`config.mk`:
```
export PLATFORM = sky130hd
export DESIGN_NAME = fetch
export DESIGN_NICKNAME = d
export VERILOG_FILES = /design/src/rtl/beta_pkg.sv /design/src/rtl/pc_next.sv /design/src/rtl/fetch.sv
export SDC_FILE = /design/constraint.sdc
export NUM_CORES = 1
export LEC_CHECK = 0
export CORE_ASPECT_RATIO = 1.1
export CORE_MARGIN = 2
export CORE_UTILIZATION = 45
export DETAILED_ROUTE_END_ITERATION = 10
export GPL_TIMING_DRIVEN = 0
export HOLD_SLACK_MARGIN = 0.15
export PLACE_DENSITY = 0.81
export REMOVE_ABC_BUFFERS = 1
export SKIP_CTS_REPAIR_TIMING = 1
export SLEW_MARGIN = 20
export SYNTH_ARGS = -nofsm -noshare
export SYNTH_HDL_FRONTEND = slang
export SYNTH_SLANG_ARGS = --single-unit
export TNS_END_PERCENT = 1
```
`constraint.sdc`:
```
create_clock -name clk -period 6.6 [get_ports clk]
set_clock_uncertainty 0.15 [all_clocks]
set_input_delay 0.66 -clock clk [delete_from_list [all_inputs] [get_ports clk]]
set_output_delay 0.66 -clock clk [all_outputs]
set_load 0.05 [all_outputs]
```
`src/rtl/beta_pkg.sv`:
```
// beta_pkg -- shared Beta pipeline types: PC-select codes, vectors, fetch FSM states.
// Rev 1.0
`default_nettype none

package beta_pkg;

  localparam logic [31:0] RESET_VEC = 32'h8000_0000;
  localparam logic [31:0] ILLOP_VEC = 32'h8000_0004;
  localparam logic [31:0] XADR_VEC  = 32'h8000_0008;
  localparam logic [31:0] NOP_INST  = 32'hC3FF_0000;

  typedef enum logic [2:0] {
    PC_INC   = 3'd0,
    PC_BR    = 3'd1,
    PC_JMP   = 3'd2,
    PC_ILLOP = 3'd3,
    PC_XADR  = 3'd4
  } pc_sel_t;

  typedef enum logic [1:0] {
    FETCH = 2'd0,
    HOLD  = 2'd1,
    DRAIN = 2'd2
  } fetch_state_t;

endpackage

`default_nettype wire

```
`src/rtl/pc_next.sv`:
```
// pc_next -- combinational next-PC mux; keeps the supervisor bit out of user reach.
// Rev 1.0
`default_nettype none

module pc_next
  import beta_pkg::*;
(
  input  logic [31:0] i_pc,
  input  logic [2:0]  i_sel,
  input  logic [31:0] i_branch_addr,
  input  logic [31:0] i_jump_addr,
  output logic [31:0] o_target,
  output logic [31:0] o_pc_inc
);

  logic [31:0] w_inc;
  logic        w_unused;

  // Increment wraps inside the low 31 bits so the mode bit never flips.
  assign w_inc    = {i_pc[31], i_pc[30:0] + 31'd4};
  assign o_pc_inc = w_inc;

  assign w_unused = ^{i_branch_addr[31], i_branch_addr[1:0], i_jump_addr[1:0]};

  always_comb begin
    o_target = w_inc;
    case (i_sel)
      PC_BR:    o_target = {i_pc[31], i_branch_addr[30:2], 2'b00};
      PC_JMP:   o_target = {i_pc[31] & i_jump_addr[31], i_jump_addr[30:2], 2'b00};
      PC_ILLOP: o_target = ILLOP_VEC;
      PC_XADR:  o_target = XADR_VEC;
      default:  o_target = w_inc;
    endcase
  end

endmodule

`default_nettype wire

```
`src/rtl/fetch.sv`:
```
// fetch -- Beta instruction-fetch stage: PC, single-outstanding imem handshake, skid, redirect annul.
// Rev 1.0
`default_nettype none

module fetch
  import beta_pkg::*;
(
  input  logic        clk,
  input  logic        rst,
  input  logic [2:0]  pc_sel,
  input  logic [31:0] branch_addr,
  input  logic [31:0] jump_addr,
  input  logic        stall,
  output logic        imem_req,
  output logic [31:0] imem_addr,
  input  logic        imem_ack,
  input  logic [31:0] imem_rdata,
  output logic [31:0] inst,
  output logic [31:0] pc_plus_four,
  output logic        inst_valid
);

  fetch_state_t r_state;
  logic [31:0]  r_pc;
  logic [31:0]  r_drain_addr;
  logic [31:0]  r_inst;
  logic [31:0]  r_pc4;
  logic         r_valid;
  logic [31:0]  r_skid_inst;
  logic [31:0]  r_skid_pc4;

  logic [31:0]  w_target;
  logic [31:0]  w_pc_inc;
  logic         w_redirect;

  pc_next u_pc_next (
    .i_pc          (r_pc),
    .i_sel         (pc_sel),
    .i_branch_addr (branch_addr),
    .i_jump_addr   (jump_addr),
    .o_target      (w_target),
    .o_pc_inc      (w_pc_inc)
  );

  // A redirect presented under stall is ignored; decode holds and re-presents it.
  assign w_redirect = !stall && (pc_sel != 3'(PC_INC)) && (pc_sel <= 3'(PC_XADR));

  assign imem_req     = !rst && (r_state != HOLD);
  assign imem_addr    = (r_state == DRAIN) ? r_drain_addr : r_pc;
  assign inst         = r_inst;
  assign pc_plus_four = r_pc4;
  assign inst_valid   = r_valid;

  always_ff @(posedge clk) begin
    if (rst) begin
      r_state      <= FETCH;
      r_pc         <= RESET_VEC;
      r_drain_addr <= RESET_VEC;
      r_inst       <= NOP_INST;
      r_pc4        <= RESET_VEC;
      r_valid      <= 1'b0;
      r_skid_inst  <= NOP_INST;
      r_skid_pc4   <= RESET_VEC;
    end else begin
      case (r_state)
        FETCH: begin
          if (w_redirect) begin
            r_inst  <= NOP_INST;
            r_valid <= 1'b0;
            r_pc    <= w_target;
            // Without an ack the request is still live at the old address.
            if (!imem_ack) begin
              r_drain_addr <= r_pc;
              r_state      <= DRAIN;
            end
          end else if (imem_ack && stall) begin
            r_skid_inst <= imem_rdata;
            r_skid_pc4  <= w_pc_inc;
            r_pc        <= w_pc_inc;
            r_state     <= HOLD;
          end else if (imem_ack) begin
            r_inst  <= imem_rdata;
            r_pc4   <= w_pc_inc;
            r_valid <= 1'b1;
            r_pc    <= w_pc_inc;
          end else if (!stall) begin
            r_inst  <= NOP_INST;
            r_valid <= 1'b0;
          end
        end

        HOLD: begin
          if (w_redirect) begin
            r_inst  <= NOP_INST;
            r_valid <= 1'b0;
            r_pc    <= w_target;
            r_state <= FETCH;
          end else if (!stall) begin
            r_inst  <= r_skid_inst;
            r_pc4   <= r_skid_pc4;
            r_valid <= 1'b1;
            r_state <= FETCH;
          end
        end

        DRAIN: begin
          if (w_redirect) begin
            r_pc <= w_target;
          end
          if (!stall) begin
            r_inst  <= NOP_INST;
            r_valid <= 1'b0;
          end
          if (imem_ack) begin
            r_state <= FETCH;
          end
        end

        default: r_state <= FETCH;
      endcase
    end
  end

endmodule

`default_nettype wire

```
# Word level (Yosys, flattened, before mapping)
# Index checks and enable logic that the tools add are counted.
[totals] register_bits=195 latch_bits=0 ram_bits=0 mem_bits_ro=0 output_inout_bits=98 n_memories=0
[classes] addsub=1 n_mul=0 n_div=0 order_cmp=1 n_eq_ne=20 shifts=0 mux=34 n_bitwise=3 reduce_logical=19
[op_table] op="32-bit 2-to-1 mux" count=14
[op_table] op="32-bit case mux with 2 select lines" count=2
[op_table] op="32-bit case mux with 4 select lines" count=1
[op_table] op="32-bit case mux with 3 select lines" count=1
[op_table] op="31-bit 2-to-1 mux" count=2
[op_table] op="31-bit by 3-bit adder with 31-bit output (second input constant)" count=1
[op_table] op="3-bit AND reduction" count=5
[op_table] op="2-bit inequality test (second input constant)" count=7
[op_table] op="2-bit 2-to-1 mux" count=6
[op_table] op="3-bit inequality test (second input constant)" count=4
[op_table] op="3-bit by 2-bit equality test with 1-bit output (second input constant)" count=2
[op_table] op="1-bit 2-to-1 mux" count=6
[op_table] op="2-bit case mux with 3 select lines" count=1
[op_table] op="6-bit AND reduction" count=1
[op_table] op="3-bit nonzero test" count=2
[op_table] op="1-bit logical AND" count=4
[op_table] op="2-bit by 1-bit inequality test with 1-bit output (second input constant)" count=2
[op_table] op="4-bit inequality test (second input constant)" count=1
[op_table] op="4-bit AND reduction" count=1
[op_table] op="2-bit nonzero test" count=2
[op_table] op="3-bit by 1-bit equality test with 1-bit output (second input constant)" count=1
[op_table] op="3-bit equality test (second input constant)" count=1
[op_table] op="3-bit <= comparator (second input constant)" count=1
[op_table] op="1-bit case mux with 3 select lines" count=1
[op_table] op="7 further kinds" count=9

# Longest topological paths before layout
# Gate-level depths: netlist of run 1.
[depth] depth_word=5 ltp_mapped=10 mapped_depth_nobuf=7

# Modules after synthesis
# A second synthesis of run 1 with hierarchy kept.
[unflattened] hier_cells=1432 hier_area_um2=11028.1
[modules_own_cells] mod="fetch" instances=1 cells_each=1178 area_each_um2=9374.0 seq_area_each_um2=3903.7
[modules_own_cells] mod="pc_next" instances=1 cells_each=254 area_each_um2=1654.1 seq_area_each_um2=0.0

# Worst setup path before layout of run 1
# OpenSTA, ideal clock, no wires.
[synth_timing] path_kind="register -> output" startpoint="reg r_state[0]" endpoint="out imem_addr[10]" arrival_time_ps=2047 required_time_ps=5790 setup_slack_ps=3743 path_stages_with_launch=6 n_path_buf=2 cell_sequence="dfxtp_1 inv_1 ha_1 clkbuf_1 clkbuf_1 o21ai_0"
[synth_via] elab_chain_cells=2
[synth_lines] element="start, declared" line_no="fetch.sv:23" text="fetch_state_t r_state;"
[synth_lines] element="start signal, assigned" line_no="fetch.sv:56" text="r_state <= FETCH;"
[synth_lines] element="start signal, assigned" line_no="fetch.sv:74" text="r_state <= DRAIN;"
[synth_lines] element="start signal, assigned" line_no="fetch.sv:80" text="r_state <= HOLD;"
[synth_lines] element="2-bit equality test" line_no="fetch.sv:49" text="assign imem_addr = (r_state == DRAIN) ? r_drain_addr : r_pc;"
[synth_lines] element="32-bit 2-to-1 mux" line_no="fetch.sv:49"
[synth_lines] element="end, declared" line_no="fetch.sv:15" text="output logic [31:0] imem_addr,"
# No other way between the ends.

# Worst setup path after layout of run 1
[layout_timing] startpoint="reg r_state[0]" endpoint="out imem_addr[8]"
# Same word-level chain as after synthesis.

==> impl_metrics.xml, run 1 <==
<?xml version="1.0" encoding="UTF-8"?>
<metrics>
  <group name="run_status">
    <metric name="status" unit="">complete, no violations</metric>
  </group>
  <group name="floorplanning">
    <metric name="start_util" unit="%">46.1</metric>
    <metric name="rows" unit="">56</metric>
    <metric name="die-width" unit="µm">146</metric>
    <metric name="coreArea" unit="mm²">0.0215</metric>
    <metric name="pin_count" unit="">201</metric>
    <metric name="floorplan.die.height" unit="µm">160</metric>
    <metric name="die_area" unit="mm²">0.0233</metric>
  </group>
  <group name="setup_path">
    <metric name="critPathCaptureType" unit="">output pin</metric>
    <metric name="critical_path_arrival" unit="ps">2740</metric>
    <metric name="worst-r2r-setup-slack" unit="ps">3260</metric>
    <metric name="critPathLaunchType" unit="">flop</metric>
    <metric name="worstSetupPathType" unit="">reg -&gt; out</metric>
    <metric name="required" unit="ps">5790</metric>
    <metric name="worst-path-max-fanout" unit="">54</metric>
  </group>
  <group name="synth">
    <metric name="synth-main-ff-cell" unit="">dfxtp_1</metric>
    <metric name="avgSynthCellArea" unit="µm²">7.78</metric>
    <metric name="syn-instance-count" unit="">1275</metric>
    <metric name="synth.yosys.warnings" unit="">0</metric>
    <metric name="synth-xor-area-share" unit="%">2.38</metric>
    <metric name="yosys_register_bits" unit="">195</metric>
    <metric name="synth-simple-area-share" unit="%">21.2</metric>
    <metric name="async_set_or_reset_flop_fraction_in_the_synthesized_netlist" unit="%">0</metric>
    <metric name="yosysSeqAreaShare" unit="%">39.3</metric>
    <metric name="netlist_area_pre_place" unit="mm²">0.00992</metric>
    <metric name="synth_cell_types" unit="">64</metric>
    <metric name="synth-compound-area-share" unit="%">26.1</metric>
    <metric name="synth_enable_flop_cells" unit="">0</metric>
    <metric name="synth.area.mux_share" unit="%">4.54</metric>
    <metric name="post_synth_fa_ha_maj_area_fraction" unit="%">0.631</metric>
    <metric name="synth_top_family_by_area" unit="">compound AO/OA/AOI/OAI gates</metric>
  </group>
  <group name="global_routing">
    <metric name="grt_pass1_vias" unit="">9538</metric>
    <metric name="grt_antenna_before_repair" unit="">0</metric>
    <metric name="wire_length_of_the_first_global_routing_pass" unit="mm">49.4</metric>
    <metric name="overflow" unit="">0</metric>
    <metric name="grt_use_total" unit="%">26.1</metric>
    <metric name="grt_start_max_net_pins" unit="">83</metric>
  </group>
  <group name="pwr">
    <metric name="vdd_drop_max" unit="mV">0.166</metric>
    <metric name="sw_share" unit="%">33.4</metric>
    <metric name="p_clk_share" unit="%">34.6</metric>
    <metric name="power.density" unit="mW/mm²">244</metric>
    <metric name="total_leakage_power" unit="µW">0.00443</metric>
    <metric name="net_switching_power" unit="µW">1030</metric>
    <metric name="internal_power" unit="µW">2060</metric>
    <metric name="pwr-share-seq" unit="%">42.2</metric>
    <metric name="power_frac_comb" unit="%">23.2</metric>
  </group>
  <group name="sta">
    <metric name="setup_violations" unit="">0</metric>
    <metric name="worst_pin_slew" unit="ps">1100</metric>
    <metric name="final.min_clock_period" unit="ps">3550</metric>
    <metric name="max_clock_freq" unit="MHz">282</metric>
    <metric name="slew-limit-headroom" unit="%">25.9</metric>
    <metric name="final-hold-violation-count" unit="">0</metric>
    <metric name="hold_ws" unit="ps">303</metric>
    <metric name="fin_crit_sh" unit="%">53.7</metric>
    <metric name="report.final.slew_viol_count" unit="">0</metric>
    <metric name="grt_setup_unrepaired" unit="">false</metric>
  </group>
  <group name="routing">
    <metric name="routed_via_density" unit="">5.98</metric>
    <metric name="drc" unit="">0</metric>
    <metric name="drt_pass1_iterations" unit="">5</metric>
    <metric name="drt_first_iter_violations" unit="">976</metric>
    <metric name="ant_nets" unit="">0</metric>
    <metric name="routed_wire_length_per_instance" unit="µm">18.4</metric>
    <metric name="total_number_of_vias" unit="">10100</metric>
    <metric name="route.final.wire_length" unit="mm">30.9</metric>
  </group>
  <group name="cells_and_area">
    <metric name="final_core_utilization" unit="%">58.9</metric>
    <metric name="nets" unit="">1486</metric>
    <metric name="n_fill_cell" unit="">1901</metric>
    <metric name="antenna-diode-count" unit="">0</metric>
    <metric name="area.sequential" unit="mm²">0.00390</metric>
    <metric name="multi_input_area" unit="mm²">0.00553</metric>
    <metric name="share_of_final_layout_standard_cells_stronger_than_drive_strength_1" unit="%">7.48</metric>
    <metric name="area_growth_syn_to_layout" unit="%">27.7</metric>
  </group>
  <group name="clocking">
    <metric name="tritoncts.num_buffers" unit="">17</metric>
    <metric name="clk_pin_slew" unit="ps">70</metric>
    <metric name="clock_tree.root_cell" unit="">clkbuf_16</metric>
    <metric name="clkLatencyLatePin" unit="ps">440</metric>
    <metric name="tritoncts_num_sinks" unit="">195</metric>
    <metric name="tritoncts" unit="">done</metric>
    <metric name="deepest_level_of_the_cts_h_tree" unit="">4</metric>
    <metric name="max-clock-path-buffers" unit="">2</metric>
  </group>
  <group name="place">
    <metric name="dp.final_hpwl" unit="mm">20.0</metric>
    <metric name="finalWeightedCongestion" unit="">0.834</metric>
    <metric name="port_buffers" unit="">195</metric>
  </group>
  <group name="hold_path">
    <metric name="min_delay_worst_type" unit="">reg -&gt; reg</metric>
  </group>
  <group name="flow_run">
    <metric name="max_cap_viol_count" unit="">0</metric>
  </group>
</metrics>
## worst max-delay path, cell delays in order, from the launching register on
cell             delay [ps]
dfxtp_1                 350
inv_1                   140
ha_4                    630
mux2_2                  440
clkdlybuf4s50_1         720
## power by group through the flow
stage	sequential (µW)	combinational, µW	clock [µW]
detailed placement	1330	712	0
CTS	1300	716	1090
floorplan	1410	320	0
global placement	1330	677	0
global route	1310	767	1130
finish	1300	718	1070
## flip-flops by register name, indices dropped and copies added, names as in the netlist
name          cells
r_skid_inst      32
r_state           2
r_pc             32
pc_plus_four     32
r_drain_addr     32
inst_valid        1
inst             32
r_skid_pc4       32
## layout by cell type (no fill, tap or decap), types with 4 or more instances in the layout
| cell | instances |
|---|---|
| buf_4 | 4 |
| dfxtp_1 | 195 |
| a211oi_1 | 16 |
| nand2_1 | 249 |
| o21ai_0 | 108 |
| a32o_1 | 14 |
| clkbuf_16 | 17 |
| a31o_2 | 4 |
| buf_16 | 4 |
| a221oi_1 | 22 |
| nor3_1 | 14 |
| nor2b_1 | 4 |
| a211o_1 | 4 |
| nor4_1 | 5 |
| and3_1 | 13 |
| nor3b_1 | 4 |
| nand2b_1 | 20 |
| inv_1 | 12 |
| xor2_1 | 12 |
| a21oi_1 | 113 |
| inv_6 | 5 |
| o221ai_1 | 11 |
| nor2_1 | 77 |
| a22oi_1 | 16 |
| nand4_1 | 22 |
| a221o_1 | 5 |
| clkdlybuf4s50_1 | 192 |
| and2_1 | 5 |
| mux2_2 | 24 |
| a22o_1 | 29 |
| o32ai_1 | 7 |
| a31oi_1 | 5 |
| nand3_1 | 32 |
| mux2i_1 | 18 |
| clkinv_8 | 4 |
| xnor2_1 | 15 |
| o211ai_1 | 17 |
## cells by family (layout without fill, tap and decap cells)
group                      count (synthesis)  count (layout)
AOI/OAI and AO/OA                        396             396
xor gates and xnor gates                  27              27
adders and majority gates                  5               5
buffers and inverters                    141             257
DFF                                      195             195
muxes                                     42              42
and+or+nand+nor                          469             469
## synth_stat cells (all sizes together), types with 3 or more instances
master,count,share of area [%]
a211o,4,0.35
a211oi,17,1.4
a21o,3,0.23
a21oi,114,5.8
a221o,5,0.50
a221oi,22,1.9
a22o,29,2.6
a22oi,16,1.2
a31o,4,0.35
a31oi,7,0.50
a32o,14,1.4
a32oi,3,0.26
and2,6,0.38
and3,15,0.95
buf,42,2.0
clkbuf,84,3.2
dfxtp,195,39
ha,5,0.63
inv,13,0.49
mux2,24,2.7
mux2i,18,1.8
nand2,252,9.6
nand2b,20,1.3
nand3,35,1.8
nand4,23,1.5
nor2,77,2.9
nor2b,4,0.25
nor3,15,0.81
nor3b,6,0.45
nor4,7,0.66
o211ai,17,1.3
o21ai,110,5.6
o221ai,11,0.97
o31a,3,0.26
o32ai,7,0.62
or3,3,0.19
xnor2,15,1.3
xor2,12,1.1
## layer usage
layer | vias up | track usage (%) | share of wire, % | routed length, µm
li1 | 4773 | - | - | -
met1 | 4768 | 33.2 | 41 | 12700
met2 | 474 | 44.1 | 48 | 15000
met3 | 39 | 4.91 | 8.3 | 2580
met4 | 0 | 9.45 | 2.1 | 658
met5 | - | 0 | 0 | 0
## final cells by class
class | instances | share of cell area, %
Multi-Input combinational cell | 939 | 43.6
Sequential cell | 195 | 30.8
Timing Repair Buffer | 210 | 17.4
Clock buffer | 17 | 3.36
Tap cell | 290 | 2.86
Clock inverter | 15 | 1.50
Inverter | 15 | 0.484
## worst paths after layout
kind,startpoint,endpoint,depth (start not counted)
setup reg to reg,r_state[1]$_SDFFE_PP0P_,inst[11]$_SDFFE_PP0P_,8
hold / removal,pc_plus_four[4]$_SDFFE_PP0P_,pc_plus_four[4]$_SDFFE_PP0P_,2
hold reg to reg,pc_plus_four[4]$_SDFFE_PP0P_,pc_plus_four[4]$_SDFFE_PP0P_,2
setup / recovery,r_state[0]$_SDFFE_PP0P_,imem_addr[8],4
## metrics by stage
step / cell area, µm² / setup slack (ps) / setup TNS (ps) / cells / total power [µW]
2_1_floorplan: 9410 / 2920 / 0 / 1149 / 1730
3_3_place_gp: 11700 / -3690 / -233150 / 1634 / 2000
3_5_place_dp: 12100 / 2740 / 0 / 1649 / 2040
4_1_cts: 12700 / 3050 / 0 / 1681 / 3100
5_1_grt: 12700 / 2890 / 0 / 1681 / 3220
6_report: 12700 / 3050 / 0 / 1681 / 3090
Power figures use the tool's default switching activity.
==> run 2, diff against run 1 <==
- PLACE_DENSITY: 0.81 -> 0.84
- clock period: 6.6 -> 3 ns (I/O delays scaled with it)
==> impl_metrics.xml, run 2 (synthesis gave the netlist of run 1 again) <==
<?xml version="1.0" encoding="UTF-8"?>
<metrics>
  <group name="cells_and_area">
    <metric name="area_growth_syn_to_layout" unit="%">29.2</metric>
    <metric name="layout_commonest_cell" unit="">nand2_1</metric>
    <metric name="share_of_final_layout_standard_cells_stronger_than_drive_strength_1" unit="%">7.76</metric>
    <metric name="most-common-layout-cells" unit="">248 x nand2_1, 195 x dfxtp_1, 160 x clkdlybuf4s50_1, 113 x a21oi_1, 108 x o21ai_0</metric>
    <metric name="antenna-diode-count" unit="">0</metric>
    <metric name="n_fill_cell" unit="">1893</metric>
    <metric name="nets" unit="">1486</metric>
  </group>
  <group name="clocking">
    <metric name="max-clock-path-buffers" unit="">2</metric>
    <metric name="deepest_level_of_the_cts_h_tree" unit="">4</metric>
    <metric name="clkLatencyLatePin" unit="ps">440</metric>
    <metric name="clock_tree.root_cell" unit="">clkbuf_16</metric>
    <metric name="tritoncts.num_buffers" unit="">17</metric>
    <metric name="tritoncts_num_sinks" unit="">195</metric>
    <metric name="tritoncts" unit="">done</metric>
    <metric name="clk_pin_slew" unit="ps">70</metric>
  </group>
  <group name="run_status">
    <metric name="status" unit="">complete, no violations</metric>
  </group>
  <group name="routing">
    <metric name="routed_via_density" unit="">6.03</metric>
    <metric name="dr.max_layer_used" unit="">met4</metric>
    <metric name="route.final.wire_length" unit="mm">31.4</metric>
    <metric name="drt-met1-wl" unit="mm">13.0</metric>
    <metric name="drt_first_iter_violations" unit="">1048</metric>
    <metric name="drt_pass1_iterations" unit="">5</metric>
    <metric name="total_number_of_vias" unit="">10100</metric>
    <metric name="met2_wirelength" unit="mm">14.9</metric>
    <metric name="ant_nets" unit="">0</metric>
    <metric name="met3_wirelength" unit="mm">2.53</metric>
    <metric name="drc" unit="">0</metric>
    <metric name="routed_wire_length_per_instance" unit="µm">18.7</metric>
  </group>
  <group name="pwr">
    <metric name="vdd_drop_max" unit="mV">0.366</metric>
    <metric name="internal_power" unit="µW">4530</metric>
    <metric name="power.density" unit="mW/mm²">533</metric>
    <metric name="sw_share" unit="%">33.6</metric>
    <metric name="power_frac_comb" unit="%">23.3</metric>
    <metric name="p_clk_share" unit="%">34.6</metric>
    <metric name="net_switching_power" unit="µW">2300</metric>
    <metric name="pwr-share-seq" unit="%">42.1</metric>
    <metric name="total_leakage_power" unit="µW">0.00499</metric>
    <metric name="report.power.total" unit="µW">6830</metric>
  </group>
  <group name="setup_path">
    <metric name="crit_path_cell_trace" unit="">inv_1 &gt; ha_4 &gt; mux2_2 &gt; dlymetal6s2s_1</metric>
    <metric name="required" unit="ps">2550</metric>
    <metric name="critPathCaptureType" unit="">output pin</metric>
    <metric name="timing.critical_path.slowest_stage_cell" unit="">ha_4</metric>
    <metric name="path_buf_inv" unit="">2</metric>
    <metric name="worst-path-max-fanout" unit="">54</metric>
    <metric name="path_delay_family" unit="">adder cells</metric>
    <metric name="cp_slowest_stage_delay" unit="ps">640</metric>
    <metric name="critPathLaunchType" unit="">flop</metric>
    <metric name="critical_path_arrival" unit="ps">2420</metric>
    <metric name="worstSetupPathType" unit="">reg -&gt; out</metric>
  </group>
  <group name="place">
    <metric name="dp.final_hpwl" unit="mm">19.8</metric>
    <metric name="place_ws" unit="ps">-523</metric>
    <metric name="finalWeightedCongestion" unit="">0.846</metric>
    <metric name="port_buffers" unit="">195</metric>
  </group>
  <group name="sta">
    <metric name="worst_pin_slew" unit="ps">876</metric>
    <metric name="max_clock_freq" unit="MHz">349</metric>
    <metric name="tns" unit="ps">0</metric>
    <metric name="grt_setup_unrepaired" unit="">false</metric>
    <metric name="fin_crit_sh" unit="%">95.6</metric>
    <metric name="slew-limit-headroom" unit="%">41.6</metric>
    <metric name="final.min_clock_period" unit="ps">2870</metric>
    <metric name="postLayoutSetupSlackWorst" unit="ps">131</metric>
    <metric name="report.final.slew_viol_count" unit="">0</metric>
    <metric name="setup_violations" unit="">0</metric>
    <metric name="final-hold-violation-count" unit="">0</metric>
  </group>
  <group name="global_routing">
    <metric name="grt_start_max_net_pins" unit="">93</metric>
    <metric name="overflow" unit="">0</metric>
    <metric name="wire_length_of_the_first_global_routing_pass" unit="mm">50.4</metric>
    <metric name="grt_pass1_vias" unit="">9820</metric>
    <metric name="grt_antenna_before_repair" unit="">0</metric>
    <metric name="grt_use_total" unit="%">26.2</metric>
  </group>
  <group name="flow_run">
    <metric name="max_cap_viol_count" unit="">0</metric>
  </group>
  <group name="floorplanning">
    <metric name="rows" unit="">56</metric>
    <metric name="pin_count" unit="">201</metric>
    <metric name="die-width" unit="µm">146</metric>
    <metric name="floorplan.die.height" unit="µm">160</metric>
    <metric name="start_util" unit="%">46.1</metric>
    <metric name="die_area" unit="mm²">0.0233</metric>
    <metric name="coreArea" unit="mm²">0.0215</metric>
  </group>
  <group name="hold_path">
    <metric name="min_delay_worst_type" unit="">in -&gt; reg</metric>
  </group>
</metrics>
-- run 2: changes by cell type in the layout (fill, tap and decap cells not counted), sizes merged --
| cell | change |
|---|---|
| a31oi | +1 |
| buf | -2 |
| clkdlybuf4s50 | -32 |
| clkinv | -2 |
| clkinvlp | +2 |
| dlygate4sd3 | +1 |
| dlymetal6s2s | +32 |
-- run 2: final timing paths --
kind,start,to,slack [ps],cells past startpoint
worst max-delay path,r_state[0]$_SDFFE_PP0P_,imem_addr[7],130,4
worst min-delay path,imem_ack,inst[29]$_SDFFE_PP0P_,250,4
worst max register to register,r_state[1]$_SDFFE_PP0P_,pc_plus_four[30]$_SDFFE_PP0P_,160,8
worst min register to register,pc_plus_four[6]$_SDFFE_PP0P_,pc_plus_four[6]$_SDFFE_PP0P_,300,2
-- run 2: metal layers --
layer,up-vias,track usage [%]
met3,50,3.91
met1,4835,33.5
met5,-,0
met4,0,10.1
li1,4753,-
met2,493,44.8
-- run 2: final cells by class --
cell class	count	area, µm²	area share [%]
clock buffers	17	425	3.32
clock inverters	15	181	1.42
well taps	290	363	2.83
flip-flops and latches	195	3900	30.5
multi-input cells	940	5600	43.7
repair buffers	209	2280	17.8
inverters	15	65.1	0.508
-- run 2: worst min-delay path: stages --
cell,delay (ps)
buf_2,170
o21ai_0,170
a221oi_1,70
nor2_1,100
-- run 2: stage by stage --
step | cells | utilization, % | area, µm² | hold WS (ps)
floorplan | 1149 | - | 9410 | 219
global placement | 1634 | 54.5 | 11700 | 288
detailed placement | 1646 | 55.9 | 12000 | 295
CTS | 1678 | 58.7 | 12600 | 58.4
global route | 1681 | 59.6 | 12800 | 282
finish | 1681 | 59.6 | 12800 | 253
-- run 2: power by group through the flow --
stage / Clock (µW) / Combinational [µW] / Sequential (µW)
2_1_floorplan: 0 / 703 / 3110
3_3_place_gp: 0 / 1490 / 2920
3_5_place_dp: 0 / 1550 / 2930
4_1_cts: 2390 / 1560 / 2870
5_1_grt: 2490 / 1700 / 2890
6_report: 2360 / 1590 / 2870
